### src/rtl/adder_tree_accumulator_if.sv
// Valid/ready bundle between the adder-tree root, the frame accumulator and
// its consumer; widths follow the accumulator's derived sizing.
interface adder_tree_accumulator_if #(
  parameter int DATAW     = 11,
  parameter int NUM_BEATS = 16
);
  localparam int ACCW  = DATAW + $clog2(NUM_BEATS);
  localparam int BIDXW = (NUM_BEATS > 1) ? $clog2(NUM_BEATS) : 1;

  logic             in_valid;
  logic             in_ready;
  logic [DATAW-1:0] in_data;
  logic             out_valid;
  logic             out_ready;
  logic [ACCW-1:0]  out_data;
  logic [BIDXW-1:0] beat_idx;

  modport master (
    output in_valid, in_data, out_ready,
    input  in_ready, out_valid, out_data, beat_idx
  );

  modport slave (
    input  in_valid, in_data, out_ready,
    output in_ready, out_valid, out_data, beat_idx
  );
endinterface

### src/rtl/adder_tree_accumulator.sv
// Accumulates NUM_BEATS signed tree-root sums into one widened frame total
// and presents it on a registered valid/ready output.
module adder_tree_accumulator #(
  parameter int DATAW     = 11,
  parameter int NUM_BEATS = 16
) (
  input  logic                    clk,
  input  logic                    rst_n,
  input  logic                    clear,
  adder_tree_accumulator_if.slave bus
);
  localparam int ACCW  = DATAW + $clog2(NUM_BEATS);
  localparam int BIDXW = (NUM_BEATS > 1) ? $clog2(NUM_BEATS) : 1;
  localparam logic [BIDXW-1:0] LAST_IDX = BIDXW'(NUM_BEATS - 1);

  typedef enum logic [0:0] {
    IDLE  = 1'b0,
    ACCUM = 1'b1
  } fsm_t;

  fsm_t                   state_r;
  fsm_t                   state_nxt_s;
  logic signed [ACCW-1:0] acc_r;
  logic signed [ACCW-1:0] acc_nxt_s;
  logic signed [ACCW-1:0] out_data_r;
  logic signed [ACCW-1:0] out_data_nxt_s;
  logic                   out_valid_r;
  logic                   out_valid_nxt_s;
  logic [BIDXW-1:0]       beat_idx_r;
  logic [BIDXW-1:0]       beat_idx_nxt_s;
  logic signed [ACCW-1:0] in_sext_s;
  logic signed [ACCW-1:0] sum_s;
  logic                   in_ready_s;
  logic                   accept_s;
  logic                   last_s;

  // The output slot is free when empty or being drained this cycle; clear does not gate it.
  assign in_ready_s = !out_valid_r || bus.out_ready;
  assign accept_s   = bus.in_valid && in_ready_s;
  assign last_s     = (beat_idx_r == LAST_IDX);
  assign in_sext_s  = ACCW'($signed(bus.in_data));
  assign sum_s      = acc_r + in_sext_s;

  // Next-state and datapath update; clear overrides any beat or drain in the same cycle.
  always_comb begin
    state_nxt_s     = state_r;
    acc_nxt_s       = acc_r;
    out_data_nxt_s  = out_data_r;
    out_valid_nxt_s = out_valid_r;
    beat_idx_nxt_s  = beat_idx_r;

    if (clear) begin
      state_nxt_s     = IDLE;
      acc_nxt_s       = {ACCW{1'b0}};
      out_valid_nxt_s = 1'b0;
      beat_idx_nxt_s  = {BIDXW{1'b0}};
    end else begin
      if (out_valid_r && bus.out_ready) begin
        out_valid_nxt_s = 1'b0;
      end else begin
        out_valid_nxt_s = out_valid_r;
      end

      if (accept_s && last_s) begin
        out_data_nxt_s  = sum_s;
        out_valid_nxt_s = 1'b1;
        acc_nxt_s       = {ACCW{1'b0}};
        beat_idx_nxt_s  = {BIDXW{1'b0}};
      end else if (accept_s) begin
        acc_nxt_s       = sum_s;
        beat_idx_nxt_s  = beat_idx_r + BIDXW'(1);
      end else begin
        acc_nxt_s       = acc_r;
        beat_idx_nxt_s  = beat_idx_r;
      end

      case (state_r)
        IDLE: begin
          if (accept_s && !last_s) begin
            state_nxt_s = ACCUM;
          end else begin
            state_nxt_s = IDLE;
          end
        end
        ACCUM: begin
          if (accept_s && last_s) begin
            state_nxt_s = IDLE;
          end else begin
            state_nxt_s = ACCUM;
          end
        end
        default: begin
          state_nxt_s = IDLE;
        end
      endcase
    end
  end

  // State, accumulator and output registers with asynchronous reset.
  always_ff @(posedge clk or negedge rst_n) begin
    if (!rst_n) begin
      state_r     <= IDLE;
      acc_r       <= {ACCW{1'b0}};
      out_data_r  <= {ACCW{1'b0}};
      out_valid_r <= 1'b0;
      beat_idx_r  <= {BIDXW{1'b0}};
    end else begin
      state_r     <= state_nxt_s;
      acc_r       <= acc_nxt_s;
      out_data_r  <= out_data_nxt_s;
      out_valid_r <= out_valid_nxt_s;
      beat_idx_r  <= beat_idx_nxt_s;
    end
  end

  assign bus.in_ready  = in_ready_s;
  assign bus.out_valid = out_valid_r;
  assign bus.out_data  = out_data_r;
  assign bus.beat_idx  = beat_idx_r;
endmodule

### src/flat_wrapper.sv
// flat-port wrapper written by rule: the top's interface ports become plain ports
module adder_tree_accumulator_flat 
#(
  parameter int DATAW     = 11,
  parameter int NUM_BEATS = 16
)
  (clk, rst_n, clear, bus_in_valid, bus_in_data, bus_out_ready, bus_in_ready, bus_out_valid, bus_out_data, bus_beat_idx);
  adder_tree_accumulator_if #(.DATAW(DATAW), .NUM_BEATS(NUM_BEATS)) bus_i ();
  input  logic clk;
  input  logic rst_n;
  input  logic clear;
  input wire logic [$bits(bus_i.in_valid)-1:0] bus_in_valid;
  input wire logic [$bits(bus_i.in_data)-1:0] bus_in_data;
  input wire logic [$bits(bus_i.out_ready)-1:0] bus_out_ready;
  output wire logic [$bits(bus_i.in_ready)-1:0] bus_in_ready;
  output wire logic [$bits(bus_i.out_valid)-1:0] bus_out_valid;
  output wire logic [$bits(bus_i.out_data)-1:0] bus_out_data;
  output wire logic [$bits(bus_i.beat_idx)-1:0] bus_beat_idx;
  assign bus_i.in_valid = bus_in_valid;
  assign bus_i.in_data = bus_in_data;
  assign bus_i.out_ready = bus_out_ready;
  assign bus_in_ready = bus_i.in_ready;
  assign bus_out_valid = bus_i.out_valid;
  assign bus_out_data = bus_i.out_data;
  assign bus_beat_idx = bus_i.beat_idx;
  adder_tree_accumulator #(.DATAW(DATAW), .NUM_BEATS(NUM_BEATS)) u_core (.clk(clk), .rst_n(rst_n), .clear(clear), .bus(bus_i));
endmodule
### config.mk
export PLATFORM = sky130hd
export DESIGN_NAME = adder_tree_accumulator_flat
export DESIGN_NICKNAME = d
export VERILOG_FILES = /design/src/rtl/adder_tree_accumulator_if.sv /design/src/rtl/adder_tree_accumulator.sv /design/src/flat_wrapper.sv
export SDC_FILE = /design/constraint.sdc
export NUM_CORES = 1
export LEC_CHECK = 0
export ABC_AREA = 1
export ABC_CLOCK_PERIOD_IN_PS = 1700
export BUFFER_PORTS_ARGS = -buffer_cell sky130_fd_sc_hd__buf_2
export CAP_MARGIN = 20
export CORE_MARGIN = 2
export CORE_UTILIZATION = 50
export CTS_BUF_LIST = sky130_fd_sc_hd__clkbuf_4 sky130_fd_sc_hd__clkbuf_8
export DETAILED_ROUTE_END_ITERATION = 7
export PLACE_DENSITY = 0.77
export SYNTH_ARGS = -nofsm -noshare
export SYNTH_HDL_FRONTEND = slang
export SYNTH_SLANG_ARGS = --single-unit
export TNS_END_PERCENT = 1
### constraint.sdc
create_clock -name clk -period 1.7 [get_ports clk]
set_input_delay 0.425 -clock clk [delete_from_list [all_inputs] [get_ports clk]]
set_output_delay 0.425 -clock clk [all_outputs]
set_load 0.05 [all_outputs]
==> results.md <==
* RSZ-0062 raised after global routing: true
* Post-Synth Adder-Cell Area at a little under a tenth
* CP startpoint kind: register
* Predominant post-synthesis flop cell: dfrtp_1
* Drt pass-1 iters at 4
* Failing checks: setup timing
* First-pass GRT wire length at roughly 9.3 mm
* TritonCTS Buffers at 5
* Clock Latency Late Sink at about 300 ps
* Hold bufs inserted after CTS at 0
* TritonCTS clock tree: done
* DIE WIDTH at about 71 microns
* Die span in y at 71.02 microns
* Xor and xnor fraction of the mapped netlist area at 3.844%
* # clock sinks at 35
* Most common cell in the synthesized netlist: nand2_1
* Vias in the first global route at between 2,000 and 2,500
* Post-DP HPWL at about 4.0 mm
* Fin. Hold Viols at 0
* Rel. slew slack at between 60% and 70%
* # nets final at about 400
* Total power of the final layout at approximately 2500 uW
* Place WS at -202.2 ps
* Clock Tree Buf Depth at 2
* Ports at 37
* Tot GR Track Use at 23.53%
* Layout cells sized above 1 at slightly below 30%
* Area delta synth->final at 28.64%
* Routed len/inst at ~14 microns
* Peak Freq at 577.1 MHz
* Post-Synth Simple-Gate Area at between 30% and 40%
* Largest family of logic cells by synthesized area: simple AND/OR/NAND/NOR gates
* Area contributors post-synth: dfrtp_1 39%, nand2_1 20%, ha_1 8.4%
* CP arrival at roughly 2000 ps
* Setup WS post-layout at -32.91 ps
* Initial core utilization at between 50% and 60%
* Worst Path Max Fanout at 3
* Pwr/cell area at ~880 nW/um^2
* Via-to-Cell Ratio at 5.143
* Async set or reset register ratio after synthesis at between 90% and 100%
* Run status: complete, but fails checks
* Least-Margin Pin Slew at ~450 ps
* Share of the synthesized area in the top cell type at 39.00%
* CTS root buffer: clkbuf_8
* Ant. Diodes at 0
* P_leak at about 0.0016 uW
* Top post-synthesis cells by count: 120 x nand2_1, 45 x inv_1, 35 x dfrtp_1
* Peak supply drop at between 0.0005 and 0.0006 V
* Port-buffer cells at 36
* Fill cells at ~350
* Unique masters post-synth at 25
* Num rows at 24
* Met2 Track Usage GR at ~36%
* Grt met1 use at 31.96%
* Largest net degree at the start of global routing at 36
* Tcrit/Tclk final at 101.9%
* Routed WL at just under 6 mm
* Critical Path End Type: register
* Initial DRC count at about 190
* Syn_nets at 340
* Register area at 877.1 sq um
* HP Class: input pin to async pin
* Routed Antenna Nets at 0
* GRT busiest layer: met2
* Mux share of post-synthesis cell area at 0.4457%
* Syn_area_per_cell at 7.292 sq um
* Core area at between 4000 and 5000 sq um
* Die area at between 5000 and 6000 sq um
* Met3 usage at 5.128%
* Final min period at about 1700 ps
* Post-Syn Instances at about 310
* Post-synth EDFFs at 0
* Max-cap viol count at 0
* DRC Markers at 0
* Compound-Gate Fraction of Synth Area at between 6 and 7%
* Multi-input gate area at around 1400 sq um
* Initial antenna violation count at 0
* Final setup fails at 8
* Total grt overflow at 0
* Synth warn at 0
* Synth area leader: dfrtp_1
* Slew Limit Fails at 0
* Htree depth at 2
* #FFs+latches synth at 35
* Vias after detailed routing at 2,160
* Sequential area share after synthesis at ~39%
* WS Path Type: register to register
* CP required at between 1500 and 2000 ps
* Fin Clk Skew at about 9.3 ps
* CTS clk-pin slew, worst paths at approximately 70 ps
* GP Congestion at between 0.9 and 1
* Mapped Area at 2246 sq um
cell usage in the layout (no fill, tap or decap), drive strengths merged:
| cell type | synthesis | layout |
|---|---|---|
| xor2 | 4 | 4 |
| ha | 15 | 15 |
| dfrtp | 35 | 35 |
| mux2i | 1 | 1 |
| clkbuf | 0 | 7 |
| nand3 | 25 | 25 |
| fa | 1 | 1 |
| nand3b | 2 | 2 |
| or2 | 1 | 1 |
| o21ai | 16 | 16 |
| nand4 | 3 | 3 |
| nor2 | 14 | 14 |
| buf | 3 | 55 |
| xnor2 | 5 | 5 |
| inv | 46 | 46 |
| a21oi | 10 | 10 |
| clkinv | 1 | 2 |
| nand2 | 126 | 126 |
sequential cells by signal, summed over array words and instances (netlist names):
| register | cells |
|---|---|
| u_core.acc_r | 15 |
| u_core.bus.out_data | 15 |
| u_core.bus.beat_idx | 4 |
| u_core.bus.out_valid | 1 |
worst max-delay path, stage by stage, from the launching register on:
cell and delay (ps):
dfrtp_1 420, ha_4 190, fa_2 390, nand2_2 100, nand2_2 60, nand3_2 90, nand2_4 70, nand2_2 60
nand2_1 60, nand2_1 80, nand3_1 80, nand2_1 60
path summary, 6_finish.rpt:
| path | cells after the start | to | slack [ps] | startpoint |
|---|---|---|---|---|
| max | 11 | u_core.acc_r[14] | -30 | u_core.acc_r[0] |
| min | 2 | u_core.bus.out_data[2] | 150 | rst_n |
| max reg2reg | 11 | u_core.acc_r[14] | -30 | u_core.acc_r[0] |
| min reg2reg | 2 | u_core.bus.out_data[1] | 490 | u_core.bus.out_data[1] |
| max in group asynchronous | 2 | u_core.acc_r[1] | 1200 | rst_n |
| min in group clk | 2 | u_core.bus.out_valid | 360 | clear |
report_power, final:
part	total [uW]	internal, uW	switching, uW
combinational	952	390	562
clock	635	320	316
sequential	961	900	61.1
per-layer routing:
| layer | part of all wire [%] | up-vias |
|---|---|---|
| met4 | 2.5 | 0 |
| met1 | 43 | 1001 |
| met5 | 0 | - |
| met3 | 5.9 | 14 |
| li1 | - | 1074 |
| met2 | 48 | 71 |
metrics by stage:
stage | cell area (sq um) | utilization (%) | hold WS (ps) | std cells | setup TNS, ps
3_3_place_gp | 2584 | 59.34 | 460.1 | 409 | -1474
5_1_grt | 2889 | 66.35 | 201.7 | 420 | -777.9
2_1_floorplan | 2248 | - | 129.4 | 308 | 0
6_report | 2889 | 66.35 | 148.7 | 420 | -186.6
3_5_place_dp | 2584 | 59.34 | 460.6 | 409 | -2077
4_1_cts | 2705 | 62.13 | 171.1 | 419 | -5.814
area by class of cell:
type	count	area share [%]
multi-input cells	223	46.99
flip-flops and latches	35	30.36
repair buffers	55	11.17
inverters	47	6.150
clock buffers	7	2.902
well taps	52	2.252
clock inverters	1	0.1732
logic make-up after synthesis:
| family | count (synthesis) |
|---|---|
| AND/OR/NAND/NOR | 171 |
| buffers and inverters | 50 |
| flip-flops | 35 |
| AO/OA/AOI/OAI | 26 |
| adder cells (fa/ha/maj) | 16 |
| XOR/XNOR | 9 |
| multiplexers | 1 |
timing repair:
action / 4_1_cts / 5_1_grt
pin swaps: 1 / 11
endpoints found under the setup margin: 4 / 20
setup buffers: 2 / 1
resized for setup: 4 / 28
Power figures use the tool's default switching activity.
